$ cat src/rtl/alu_sched.sv
// alu_sched: round-robin sequencer in front of the shared ALU datapath.
// Two requesters issue operations. Exactly one operation is in flight at a time.
// Ops 000..110 complete in a single EXEC cycle. Op 111 (mod) launches the
// multi-cycle mod unit with alu_start and waits for alu_done.
// Each result is returned on one tagged response channel.
//
// Optional feature: define ALU_SCHED_TIMEOUT_EN to add a WAIT_MOD watchdog.
// After MOD_TIMEOUT cycles without alu_done, the op is answered with
// rsp_err=1 and rsp_data=0.
//
// Ports:
//   clk, reset                  rising-edge clock, synchronous active-low reset
//   reqN_valid/ready/a/b/op     requester N handshake and operands (ready is combinational)
//   rsp_valid/ready/id/data/err tagged response channel
//   alu_a/alu_b/alu_s           registered ALU operands and select
//   alu_start                   one-cycle mod launch pulse
//   alu_result, alu_done        ALU/mod result and mod completion flag
module alu_sched #(
  parameter int unsigned WIDTH       = 32,
  parameter int unsigned MOD_TIMEOUT = 64
) (
  input  logic             clk,
  input  logic             reset,
  input  logic             req0_valid,
  output logic             req0_ready,
  input  logic [WIDTH-1:0] req0_a,
  input  logic [WIDTH-1:0] req0_b,
  input  logic [2:0]       req0_op,
  input  logic             req1_valid,
  output logic             req1_ready,
  input  logic [WIDTH-1:0] req1_a,
  input  logic [WIDTH-1:0] req1_b,
  input  logic [2:0]       req1_op,
  output logic             rsp_valid,
  input  logic             rsp_ready,
  output logic             rsp_id,
  output logic [WIDTH-1:0] rsp_data,
  output logic             rsp_err,
  output logic [WIDTH-1:0] alu_a,
  output logic [WIDTH-1:0] alu_b,
  output logic [2:0]       alu_s,
  output logic             alu_start,
  input  logic [WIDTH-1:0] alu_result,
  input  logic             alu_done
);

  localparam logic [2:0] OP_MOD = 3'b111;

  typedef enum logic [2:0] {IDLE, EXEC, START, WAIT_MOD, RESP} state_t;

  state_t state;
  logic   last_grant;
  logic   sel_c;
  logic   accept_c;
  logic   is_mod_c;

`ifdef ALU_SCHED_TIMEOUT_EN
  localparam int unsigned CNT_W = $clog2(MOD_TIMEOUT + 1);
  logic [CNT_W-1:0] wd_cnt;
`else
  localparam int unsigned unused_mod_timeout = MOD_TIMEOUT;
`endif

  // Round-robin pick: a lone valid wins; on contention the one not served last.
  always_comb begin
    sel_c = 1'b0;
    if (req0_valid && req1_valid) sel_c = ~last_grant;
    else if (req1_valid)          sel_c = 1'b1;
  end

  // Grant only while idle and out of reset, so ready reads 0 during reset.
  assign req0_ready = (state == IDLE) && reset && req0_valid && !sel_c;
  assign req1_ready = (state == IDLE) && reset && req1_valid &&  sel_c;
  assign accept_c   = req0_ready || req1_ready;
  assign is_mod_c   = (sel_c ? req1_op : req0_op) == OP_MOD;

  // Sequencer state, operand latches and response registers.
  always_ff @(posedge clk) begin
    if (!reset) begin
      state      <= IDLE;
      last_grant <= 1'b1;
      rsp_valid  <= 1'b0;
      rsp_id     <= 1'b0;
      rsp_data   <= '0;
      rsp_err    <= 1'b0;
      alu_a      <= '0;
      alu_b      <= '0;
      alu_s      <= 3'b000;
      alu_start  <= 1'b0;
`ifdef ALU_SCHED_TIMEOUT_EN
      wd_cnt     <= '0;
`endif
    end else begin
      alu_start <= 1'b0;
      case (state)
        IDLE: begin
          if (accept_c) begin
            alu_a      <= sel_c ? req1_a  : req0_a;
            alu_b      <= sel_c ? req1_b  : req0_b;
            alu_s      <= sel_c ? req1_op : req0_op;
            rsp_id     <= sel_c;
            last_grant <= sel_c;
            alu_start  <= is_mod_c;
            state      <= is_mod_c ? START : EXEC;
          end
        end
        EXEC: begin
          rsp_data  <= alu_result;
          rsp_err   <= 1'b0;
          rsp_valid <= 1'b1;
          state     <= RESP;
        end
        START: begin
`ifdef ALU_SCHED_TIMEOUT_EN
          wd_cnt <= '0;
`endif
          state <= WAIT_MOD;
        end
        WAIT_MOD: begin
          // Completion takes priority over a coincident timeout.
          if (alu_done) begin
            rsp_data  <= alu_result;
            rsp_err   <= 1'b0;
            rsp_valid <= 1'b1;
            state     <= RESP;
          end
`ifdef ALU_SCHED_TIMEOUT_EN
          else if (wd_cnt == CNT_W'(MOD_TIMEOUT - 1)) begin
            rsp_data  <= '0;
            rsp_err   <= 1'b1;
            rsp_valid <= 1'b1;
            state     <= RESP;
          end else begin
            wd_cnt <= wd_cnt + CNT_W'(1);
          end
`endif
        end
        RESP: begin
          if (rsp_ready) begin
            rsp_valid <= 1'b0;
            state     <= IDLE;
          end
        end
        default: state <= IDLE;
      endcase
    end
  end

endmodule

$ cat config.mk
export PLATFORM = sky130hd
export DESIGN_NAME = alu_sched
export DESIGN_NICKNAME = d
export VERILOG_FILES = /design/src/rtl/alu_sched.sv
export SDC_FILE = /design/constraint.sdc
export NUM_CORES = 1
export LEC_CHECK = 0
export BUFFER_PORTS_ARGS = -buffer_cell sky130_fd_sc_hd__buf_2
export CAP_MARGIN = 0
export CELL_PAD_IN_SITES_DETAIL_PLACEMENT = 1
export CELL_PAD_IN_SITES_GLOBAL_PLACEMENT = 2
export CORE_MARGIN = 2
export CORE_UTILIZATION = 25
export CTS_CLUSTER_SIZE = 20
export DETAILED_ROUTE_END_ITERATION = 6
export PLACE_DENSITY_LB_ADDON = 0.2
export SLEW_MARGIN = 15
export SYNTH_ARGS = -nofsm -noshare
export SYNTH_HDL_FRONTEND = slang
export SYNTH_SLANG_ARGS = --single-unit
export TNS_END_PERCENT = 30
$ cat constraint.sdc
create_clock -name clk -period 1.78 [get_ports clk]
set_input_delay 0.445 -clock clk [delete_from_list [all_inputs] [get_ports clk]]
set_output_delay 0.445 -clock clk [all_outputs]
set_load 0.02 [all_outputs]
==> results of run 1 <==
[power by group]
| part | switching, uW | total, uW | internal [uW] |
|---|---|---|---|
| Sequential | 143 | 2780 | 2630 |
| Combinational | 1180 | 1970 | 786 |
| Clock | 884 | 2000 | 1120 |
| Total | 2210 | 6750 | 4540 |
[routing by layer]
| metal | GRT usage | share of wire | vias up |
|---|---|---|---|
| met4 | 0.05952 | 0.023 | 2 |
| met1 | 0.2032 | 0.42 | 2548 |
| li1 | - | - | 2715 |
| met2 | 0.2951 | 0.48 | 178 |
| met5 | 0 | 0.00058 | - |
| met3 | 0.04540 | 0.067 | 28 |
[synthesized netlist by cell type (2+ instances only)]
| cell | number | share of area |
|---|---|---|
| nand2_1 | 2 | 0.0014 |
| or4_1 | 2 | 0.0029 |
| o31ai_1 | 32 | 0.046 |
| inv_1 | 2 | 0.0014 |
| and3_1 | 2 | 0.0024 |
| or4b_1 | 33 | 0.063 |
| buf_6 | 12 | 0.026 |
| o22ai_1 | 67 | 0.080 |
| buf_2 | 18 | 0.017 |
| clkbuf_1 | 43 | 0.031 |
| nand2b_1 | 68 | 0.082 |
| nor2_1 | 2 | 0.0014 |
| dfxtp_1 | 106 | 0.41 |
| o21ai_0 | 4 | 0.0038 |
| nor3_1 | 2 | 0.0019 |
| nand3_1 | 2 | 0.0019 |
| buf_4 | 8 | 0.012 |
| a21oi_1 | 101 | 0.097 |
| a211oi_1 | 67 | 0.097 |
[layout by cell type, fill, tap and decap left out, drive strengths merged, types with 2 or more instances in the layout]
master | Yosys | final
o22ai | 67 | 67
nand2 | 2 | 2
nand2b | 68 | 68
clkinv | 0 | 2
o31ai | 32 | 32
or4b | 34 | 34
clkbuf | 43 | 11
nor2 | 2 | 2
a211oi | 67 | 67
inv | 3 | 2
nor2b | 2 | 2
nor3 | 2 | 2
and3 | 2 | 2
clkinvlp | 0 | 2
or4 | 2 | 2
dfxtp | 106 | 106
o21ai | 4 | 4
a21oi | 101 | 101
buf | 39 | 304
nand3 | 2 | 2
[path summary, 6_finish.rpt]
kind	startpoint	end	slack, ns	cells past startpoint
min reg2reg	rsp_data[16]	rsp_data[16]	0.46	2
min	rsp_ready	state[2]	0.39	3
max	state[0]	req0_ready	-0.15	4
max reg2reg	state[0]	alu_b[1]	0.13	5
[area by class of cell]
type	instances	area (um2)	share of cell area
multi-input combinational	397	2658	0.3714
sequential	106	2131	0.2978
timing repair buffer	305	1724	0.2410
tap	270	337.8	0.04721
clock buffer	10	239.0	0.03340
clock inverter	4	53.80	0.007519
inverter	3	12.51	0.001749
[critical path, delay by kind of cell, from the launching register on]
family	cells	cell delay, ns
flops	1	0.36
simple gates	2	0.49
buf+inv	2	0.28
[sequential cells by signal (all words and copies together) (netlist names)]
register    count
rsp_valid       1
state           3
alu_s           3
alu_start       1
rsp_data       32
rsp_id          1
last_grant      1
alu_b          32
alu_a          32
[per-stage QoR]
step | instance area [um2] | instances
floorplan | 5211 | 588
global placement | 6797 | 1078
detailed placement | 6797 | 1078
CTS | 7149 | 1095
global route | 7156 | 1095
finish | 7156 | 1095
[repair_timing]
action                                  in CTS  in global routing
gates resized for setup                     12                  2
pin swaps                                    3                  0
cloned                                       0                  0
endpoints found under the setup margin       2                  8
setup buffers                                3                  0
endpoints found under the hold margin        0                  0
[logic make-up (layout without fill, tap and decap cells)]
kind of cell,after synthesis,in the layout
muxes,2,2
AOI/OAI and AO/OA,273,273
buffers and inverters,85,322
other,1,1
DFF,106,106
and+or+nand+nor,121,121
==> key figures, run 1 <==
Outcome
  • Outcome: complete, but fails checks
  • Failing checks: negative setup slack

Yosys
  • Syn avg cell area: 8.858 um2
  • Mapped Cells: 588
  • Synth Area in XOR/XNOR: 0
  • Simple-Gate Fraction of Synth Area: 0.1713
  • Post-synth EDFFs: 0
  • Adder-cell share of the synthesized area: 0
  • Ys async rst share: 0
  • Synthesis warning total: 0
  • Post-synthesis mux area share: 0.004084
  • Post-synthesis sequential area ratio: 0.4074
  • Netlist cell types: 34
  • Largest family of logic cells by synthesized area: compound AO/OA/AOI/OAI gates
  • Syn_nets: 760
  • Seq cells post-synth: 106
  • Synth Cell Area: 5209 um2
  • Main flop type after synthesis: dfxtp_1
  • Post-synthesis compound-gate area fraction: 0.3279

Place
  • Post-DP HPWL: 13.81 mm
  • PortBufs: 275
  • Setup Slack @ Placement: -0.1792 ns
  • GPL Wtd Cong: 0.7401

Pwr
  • Final Power: 6749 uW
  • Cell Pwr Density: 943.2 nW/um2
  • Maximum VDD drop: 0.3230 mV
  • P_leak: 0.003075 uW

Worst setup path
  • Element type at the critical path end: output port
  • CP arrival: 1.48 ns
  • Startpoint Class: flip-flop
  • Critical path required time: 1.33 ns
  • Largest fanout on the critical path: 4
  • Crit-path max cell delay: 0.36 ns
  • Crit Path Class: reg -> out
  • CP Cell Sequence: nor4b_4 > buf_4 > and3_4 > buf_6
  • CP max-delay cell: dfxtp_4

STA
  • Hold WS: 0.3918 ns
  • Worst Tran Pin Value: 1.156 ns
  • Clk_skew: 0.006540 ns
  • Final Critical Period: 1.930 ns
  • Max-slew violations: 0
  • Setup TNS: -0.2967 ns
  • Worst slew margin: 0.2291
  • Final setup violation count: 2
  • RSZ-0062 raised after global routing: true
  • Final period util: 1.084
  • Final Hold Viols: 0
  • Setup ws final: -0.1499 ns
  • Max Clock Freq: 0.5182 GHz

Detailed routing
  • Initial DRC count: 170
  • Antenna Violating Nets Remaining: 0
  • Vias per std cell: 4.996
  • # DRC: 0
  • Wire length per cell: 17.41 um
  • Routed wire length: 19.07 mm
  • DR vias: 5471
  • First-pass iteration count of the detailed router: 4

Hold path
  • Worst min path class: in -> reg

CTS
  • Post-CTS Hold Fix Bufs: 0
  • Worst-skew pair later-pin latency: 0.34 ns
  • Root buf cell: clkbuf_16
  • Worst-path clk slew: 0.07 ns
  • CTS sink count: 106
  • CTS tree: done
  • H-tree depth: 3
  • CTS Buffer Depth: 2
  • Inserted Clock Buffers: 9

Final layout
  • Final core occ: 0.3514
  • Share of cells above drive strength 1: 0.4048
  • Syn-to-layout area delta: 37.38%
  • NumNets Final: 994
  • Fillcell total: 2484
  • ANT cells: 0

Run
  • Max Cap Violations: 0

Floorplanning
  • Core ar.: 20360 um2
  • Top Ports: 277
  • Starting Density: 0.2558
  • Die H: 148.3 um
  • Die area: 22010 um2
  • Die Width: 148.3 um
  • Cell Rows: 52

Global routing
  • First-pass GRT wire length: 30.21 mm
  • Initial antenna violation count: 1
  • Total gr overflow: 0
  • Largest net degree at the start of global routing: 103
  • Vias in the first global route: 5920
  • GRT Total Usage: 0.1702
No activity file was read; power rests on OpenSTA's default activity.
==> inputs of run 2 (changes only) <==
--- a/config.mk
+++ b/config.mk
@@ -14,6 +14,7 @@
 export CTS_CLUSTER_SIZE = 20
 export DETAILED_ROUTE_END_ITERATION = 6
 export PLACE_DENSITY_LB_ADDON = 0.2
+export SKIP_CTS_REPAIR_TIMING = 1
 export SLEW_MARGIN = 15
 export SYNTH_ARGS = -nofsm -noshare
 export SYNTH_HDL_FRONTEND = slang
==> run 2 against run 1 <==
Against the previous run:
- the run still ends with negative setup slack left
- fmax decreased by 0.36%
- non-clock buffer count decreased by 1
- sequential cell count unchanged
- sequential share of layout area increased by 0.057 points
- final cell count about the same
- register-to-register slack got worse by 0.04 ns
- clock power about the same
- die area unchanged
- combinational power about the same
- via count decreased by 0.27%
- sequential power about the same
- critical path depth unchanged
- largest cell class unchanged
- largest power group unchanged
==> key figures, run 2 (same netlist as run 1, synthesis figures left out) <==
Detailed routing
  • DR vias: 5456 (-0.27%)
  • Routed wire length: 19.05 mm (about the same)
  • Antenna Violating Nets Remaining: 0 (unchanged)
  • Initial DRC count: 172 (+1.2%)
  • # DRC: 0 (unchanged)
  • First-pass iteration count of the detailed router: 4 (unchanged)
  • Vias per std cell: 4.987 (-0.18%)
  • Wire length per cell: 17.41 um (about the same)

Worst setup path
  • CP arrival: 1.49 ns (about the same)
  • Reg2reg end: alu_b[1]
  • Reg2reg start: state[0]
  • Critical Path End: req0_ready
  • Element type at the critical path end: output port
  • CP startpoint: state[0]
  • Crit Path Class: reg -> out
  • Register-to-Register Path Depth: 4 (-1)
  • R2R setup slack: 0.09 ns (-0.04 ns)
  • Largest fanout on the critical path: 5 (+1)
  • Critical path required time: 1.33 ns (about the same)
  • Startpoint Class: flip-flop

Place
  • Post-Place Cells: 1078 (unchanged)
  • PortBufs: 275 (unchanged)
  • Post-DP HPWL: 13.81 mm (unchanged)
  • GPL Wtd Cong: 0.7401 (unchanged)

Outcome
  • Failing checks: negative setup slack
  • Outcome: complete, but fails checks

Global routing
  • GRT Total Usage: 0.1698 (-0.0004541)
  • Largest net degree at the start of global routing: 103 (unchanged)
  • Initial antenna violation count: 1 (unchanged)
  • First-pass GRT wire length: 30.11 mm (-0.32%)
  • Vias in the first global route: 5900 (-0.34%)
  • Total gr overflow: 0 (unchanged)

STA
  • Setup ws final: -0.1568 ns (-0.006915 ns)
  • Final period util: 1.088 (+0.003885)
  • Clk_skew: 0.006819 ns (+0.0002784 ns)
  • Max Clock Freq: 0.5163 GHz (-0.36%)
  • RSZ-0062 raised after global routing: true
  • Worst Tran Pin Value: 1.153 ns (-0.003777 ns)
  • Worst slew margin: 0.2316 (+0.002518)
  • Final Critical Period: 1.937 ns (+0.006915 ns)
  • Final Hold Viols: 0 (unchanged)
  • Max-slew violations: 0 (unchanged)
  • Final setup violation count: 2 (unchanged)

CTS
  • CTS sink count: 106 (unchanged)
  • CTS tree: done
  • Inserted Clock Buffers: 9 (unchanged)
  • Worst-path clk slew: 0.07 ns (about the same)
  • H-tree depth: 3 (unchanged)
  • Root buf cell: clkbuf_16
  • Worst-skew pair later-pin latency: 0.34 ns (about the same)
  • CTS Buffer Depth: 2 (unchanged)

Floorplanning
  • Die H: 148.3 um (unchanged)
  • Die area: 22010 um2 (unchanged)
  • Starting Density: 0.2558 (unchanged)
  • Core ar.: 20360 um2 (unchanged)
  • Cell Rows: 52 (unchanged)
  • Die Width: 148.3 um (unchanged)
  • Top Ports: 277 (unchanged)

Final layout
  • Share of cells above drive strength 1: 0.4041 (-0.0007223)
  • Syn-to-layout area delta: 37.11%
  • Post-Layout Cell Count: 1094 (-0.091%)
  • Commonest non-fill, non-tap cell in the layout: buf_2
  • NumNets Final: 993 (-0.10%)
  • Most frequent cells in the layout: 273 x buf_2, 103 x dfxtp_1, 101 x a21oi_1
  • ANT cells: 0 (unchanged)
  • Final core occ: 0.3507 (-0.0006760)
  • Biggest regs: alu_a: 32 flops, alu_b: 32 flops, rsp_data: 32 flops

Pwr
  • Maximum VDD drop: 0.3226 mV (-0.14%)
  • Cell Pwr Density: 943.9 nW/um2 (about the same)
  • P_leak: 0.003068 uW (-0.23%)
  • Final Power: 6741 uW (-0.12%)

Hold path
  • Worst min path class: in -> reg

Run
  • Max Cap Violations: 0 (unchanged)
## run 2: how the worst min path moves through the flow
stage / from / end / slack (ns) / depth (start not counted)
after global routing: rsp_ready / state[2] / 0.39 / 3
after detailed placement: rsp_id / rsp_id / 0.45 / 2
after global placement: rsp_id / rsp_id / 0.44 / 2
after floorplan: last_grant / last_grant / 0.48 / 1
after CTS: rsp_ready / state[2] / 0.37 / 3
final: rsp_ready / state[2] / 0.39 / 3
## run 2: cell type report
| class | instances | area [um2] |
|---|---|---|
| Timing Repair Buffer | 304 | 1710 |
| Multi-Input combinational cell | 397 | 2658 |
| Sequential cell | 106 | 2131 |
| Clock buffer | 10 | 239.0 |
| Inverter | 3 | 12.51 |
| Fill cell | 2483 | 13220 |
| Tap cell | 270 | 337.8 |
| Clock inverter | 4 | 53.80 |
## run 2: where the power goes
part / internal, uW / switching [uW]
clock: 1120 / 885
sequential: 2630 / 144
combinational: 779 / 1180
## run 2: critical path: stages, from the launching register on
cell and delay [ns]:
dfxtp_4 0.37, nor4b_4 0.32, buf_4 0.17, and3_4 0.17, buf_6 0.11
## run 2: per-layer routing
metal / GRT usage / part of all wire
met4: 0.05952 / 0.023
met1: 0.2030 / 0.42
met2: 0.2938 / 0.49
met3: 0.04540 / 0.067
met5: 0 / 0.00058
## run 2: per-stage QoR
step	hold WS [ns]	worst slack, ns	instance area, um2	TNS, ns
2_1_floorplan	0.4791	-0.01096	5211	-0.01096
3_3_place_gp	0.4424	-0.1028	6797	-2.058
3_5_place_dp	0.4538	-0.1792	6797	-5.753
4_1_cts	0.3706	-0.3016	7089	-0.5770
5_1_grt	0.3947	-0.2410	7142	-1.252
6_report	0.3912	-0.1568	7142	-0.3092
==> inputs of run 3 (changes only) <==
--- a/config.mk
+++ b/config.mk
@@ -5,14 +5,14 @@
 export SDC_FILE = /design/constraint.sdc
 export NUM_CORES = 1
 export LEC_CHECK = 0
-export BUFFER_PORTS_ARGS = -buffer_cell sky130_fd_sc_hd__buf_2
 export CAP_MARGIN = 0
 export CELL_PAD_IN_SITES_DETAIL_PLACEMENT = 1
 export CELL_PAD_IN_SITES_GLOBAL_PLACEMENT = 2
 export CORE_MARGIN = 2
-export CORE_UTILIZATION = 25
+export CORE_UTILIZATION = 37
 export CTS_CLUSTER_SIZE = 20
 export DETAILED_ROUTE_END_ITERATION = 6
+export DONT_BUFFER_PORTS = 1
 export PLACE_DENSITY_LB_ADDON = 0.2
 export SKIP_CTS_REPAIR_TIMING = 1
 export SLEW_MARGIN = 15
==> constraint.sdc (replaced) <==
create_clock -name clk -period 2.4 [get_ports clk]
set_input_delay 0.6 -clock clk [delete_from_list [all_inputs] [get_ports clk]]
set_output_delay 0.6 -clock clk [all_outputs]
set_load 0.02 [all_outputs]
==> run 3 against run 2 <==
Against the previous run:
- the flow now finishes without violations
- count of clock-buffer cells in the layout increased by 2
- design area decreased by 24%
- critical path depth decreased by 1
- largest power group unchanged
- clock power decreased by 21%
- via count decreased by 19%
==> key figures, run 3 (same netlist as run 1, synthesis figures left out) <==
Outcome
  • Outcome: finished clean

STA
  • Clk_skew: 0.008063 ns (+0.001244 ns)
  • Worst Tran Pin Value: 1.139 ns (-0.01335 ns)
  • Hold WS: 0.3965 ns (+0.005288 ns)
  • Final setup violation count: 0 (-2)
  • Final Hold Viols: 0 (unchanged)
  • Max-slew violations: 0 (unchanged)
  • Max Clock Freq: 0.4542 GHz
  • Setup TNS: 0 ns (+0.3092 ns)
  • Final period util: 0.9173
  • Worst slew margin: 0.2405 (+0.008903)
  • Final Critical Period: 2.202 ns
  • RSZ-0062 raised after global routing: false

Detailed routing
  • First-pass iteration count of the detailed router: 7 (+3)
  • Initial DRC count: 243 (+41%)
  • Wire length per cell: 21.98 um (+26%)
  • Vias per std cell: 6.226 (+25%)
  • DR vias: 4427 (-19%)
  • Antenna Violating Nets Remaining: 0 (unchanged)
  • # DRC: 0 (unchanged)
  • Routed wire length: 15.63 mm (-18%)

CTS
  • Worst-skew pair later-pin latency: 0.35 ns (about the same)
  • CTS sink count: 106 (unchanged)
  • CTS tree: done
  • Inserted Clock Buffers: 9 (unchanged)
  • Root buf cell: clkbuf_16
  • Worst-path clk slew: 0.07 ns (about the same)
  • H-tree depth: 3 (unchanged)
  • CTS Buffer Depth: 2 (unchanged)

Global routing
  • Vias in the first global route: 4367 (-26%)
  • Largest net degree at the start of global routing: 135 (+31%)
  • Initial antenna violation count: 0 (-1)
  • Total gr overflow: 0 (unchanged)
  • GRT Total Usage: 0.1977 (+0.02794)
  • First-pass GRT wire length: 23.43 mm (-22%)

Worst setup path
  • Element type at the critical path end: output port
  • R2R setup slack: 0.54 ns (+0.45 ns)
  • CP arrival: 1.60 ns (+0.11 ns)
  • Largest fanout on the critical path: 9 (+4)
  • Reg2reg start: state[0]
  • Register-to-Register Path Depth: 4 (unchanged)
  • Reg2reg end: alu_b[3]
  • Critical path required time: 1.80 ns (+0.47 ns)
  • Crit Path Class: reg -> out
  • Startpoint Class: flip-flop

Final layout
  • Final instance area: 5420 um2 (-24%)
  • NumNets Final: 698 (-30%)
  • Most frequent cells in the layout: 105 x dfxtp_1, 101 x a21oi_1, 68 x nand2b_1
  • Syn-to-layout area delta: 4.060%
  • ANT cells: 0 (unchanged)
  • Share of cells above drive strength 1: 0.06026 (-0.3439)
  • Post-Layout Cell Count: 711 (-35%)
  • Commonest non-fill, non-tap cell in the layout: dfxtp_1
  • Biggest regs: alu_a: 32 flops, alu_b: 32 flops, rsp_data: 32 flops

Hold path
  • Worst min path class: in -> reg
  • Hold Path End: rsp_valid
  • Hold Path Origin: reset
  • Hold depth: 1 (-2)

Floorplanning
  • Starting Density: 0.3767 (+0.1209)
  • Core ar.: 13830 um2 (-32%)
  • Die Width: 122.7 um (-17%)
  • Die area: 15040 um2 (-32%)
  • Die H: 122.7 um (-17%)
  • Cell Rows: 43 (-17%)
  • Top Ports: 277 (unchanged)

Run
  • Max Cap Violations: 0 (unchanged)

Pwr
  • Final Power: 4675 uW (-31%)
  • P_leak: 0.001742 uW (-43%)
  • Maximum VDD drop: 0.3611 mV (+12%)
  • Cell Pwr Density: 862.6 nW/um2 (-8.6%)

Place
  • GPL Wtd Cong: 0.7546 (+2.0%)
  • Post-Place Cells: 695 (-36%)
  • Post-DP HPWL: 10.12 mm (-27%)
  • PortBufs: 0 (-100%)
  • Cell Area, Placed: 5107 um2 (-25%)
-- run 3: how the worst max path moves through the flow --
| stage | start | end | slack, ns | cells past startpoint |
|---|---|---|---|---|
| 5_1_grt | state[0] | req1_ready | 0.06 | 3 |
| 3_5_place_dp | req1_valid | alu_a[7] | 0.38 | 4 |
| 3_3_place_gp | req1_valid | req0_ready | 0.40 | 2 |
| 6_report | state[0] | req1_ready | 0.20 | 3 |
| 2_1_floorplan | req0_valid | req1_ready | 0.26 | 5 |
| 4_1_cts | state[0] | req1_ready | 0.17 | 3 |
-- run 3: worst max-delay path, stage by stage, from the launching register on --
cell and delay (ns):
dfxtp_1 0.41, or4_1 0.58, nor2_1 0.12, buf_4 0.16
-- run 3: power breakdown --
| part | internal, uW | total [uW] | switching, uW | leakage (uW) |
|---|---|---|---|---|
| logic | 298 | 751 | 453 | 0.000723 |
| clock network | 919 | 1580 | 663 | 0.000147 |
| registers | 1950 | 2340 | 388 | 0.000872 |
| total | 3170 | 4680 | 1500 | 0.00174 |
-- run 3: routing by layer --
layer	part of all wire	GRT usage	up-vias
li1	-	-	2134
met2	0.49	0.3431	178
met4	0.020	0.06322	0
met3	0.095	0.07714	25
met1	0.39	0.2220	2090
met5	0	0	-
-- run 3: stage by stage --
| stage | util | worst slack (ns) |
|---|---|---|
| finish | 0.3920 | 0.1984 |
| global route | 0.3920 | 0.06072 |
| CTS | 0.3920 | 0.1723 |
| detailed placement | 0.3694 | 0.3771 |
| global placement | 0.3694 | 0.3964 |
| floorplan | - | 0.2603 |
-- run 3: area by class of cell --
class                           instances  area [um2]
Multi-Input combinational cell        397        2641
Timing Repair Buffer                    9       105.1
Sequential cell                       106        2123
Clock inverter                          4       76.32
Inverter                                3       12.51
Tap cell                              180       225.2
Clock buffer                           12       236.5
Fill cell                            1584        8407
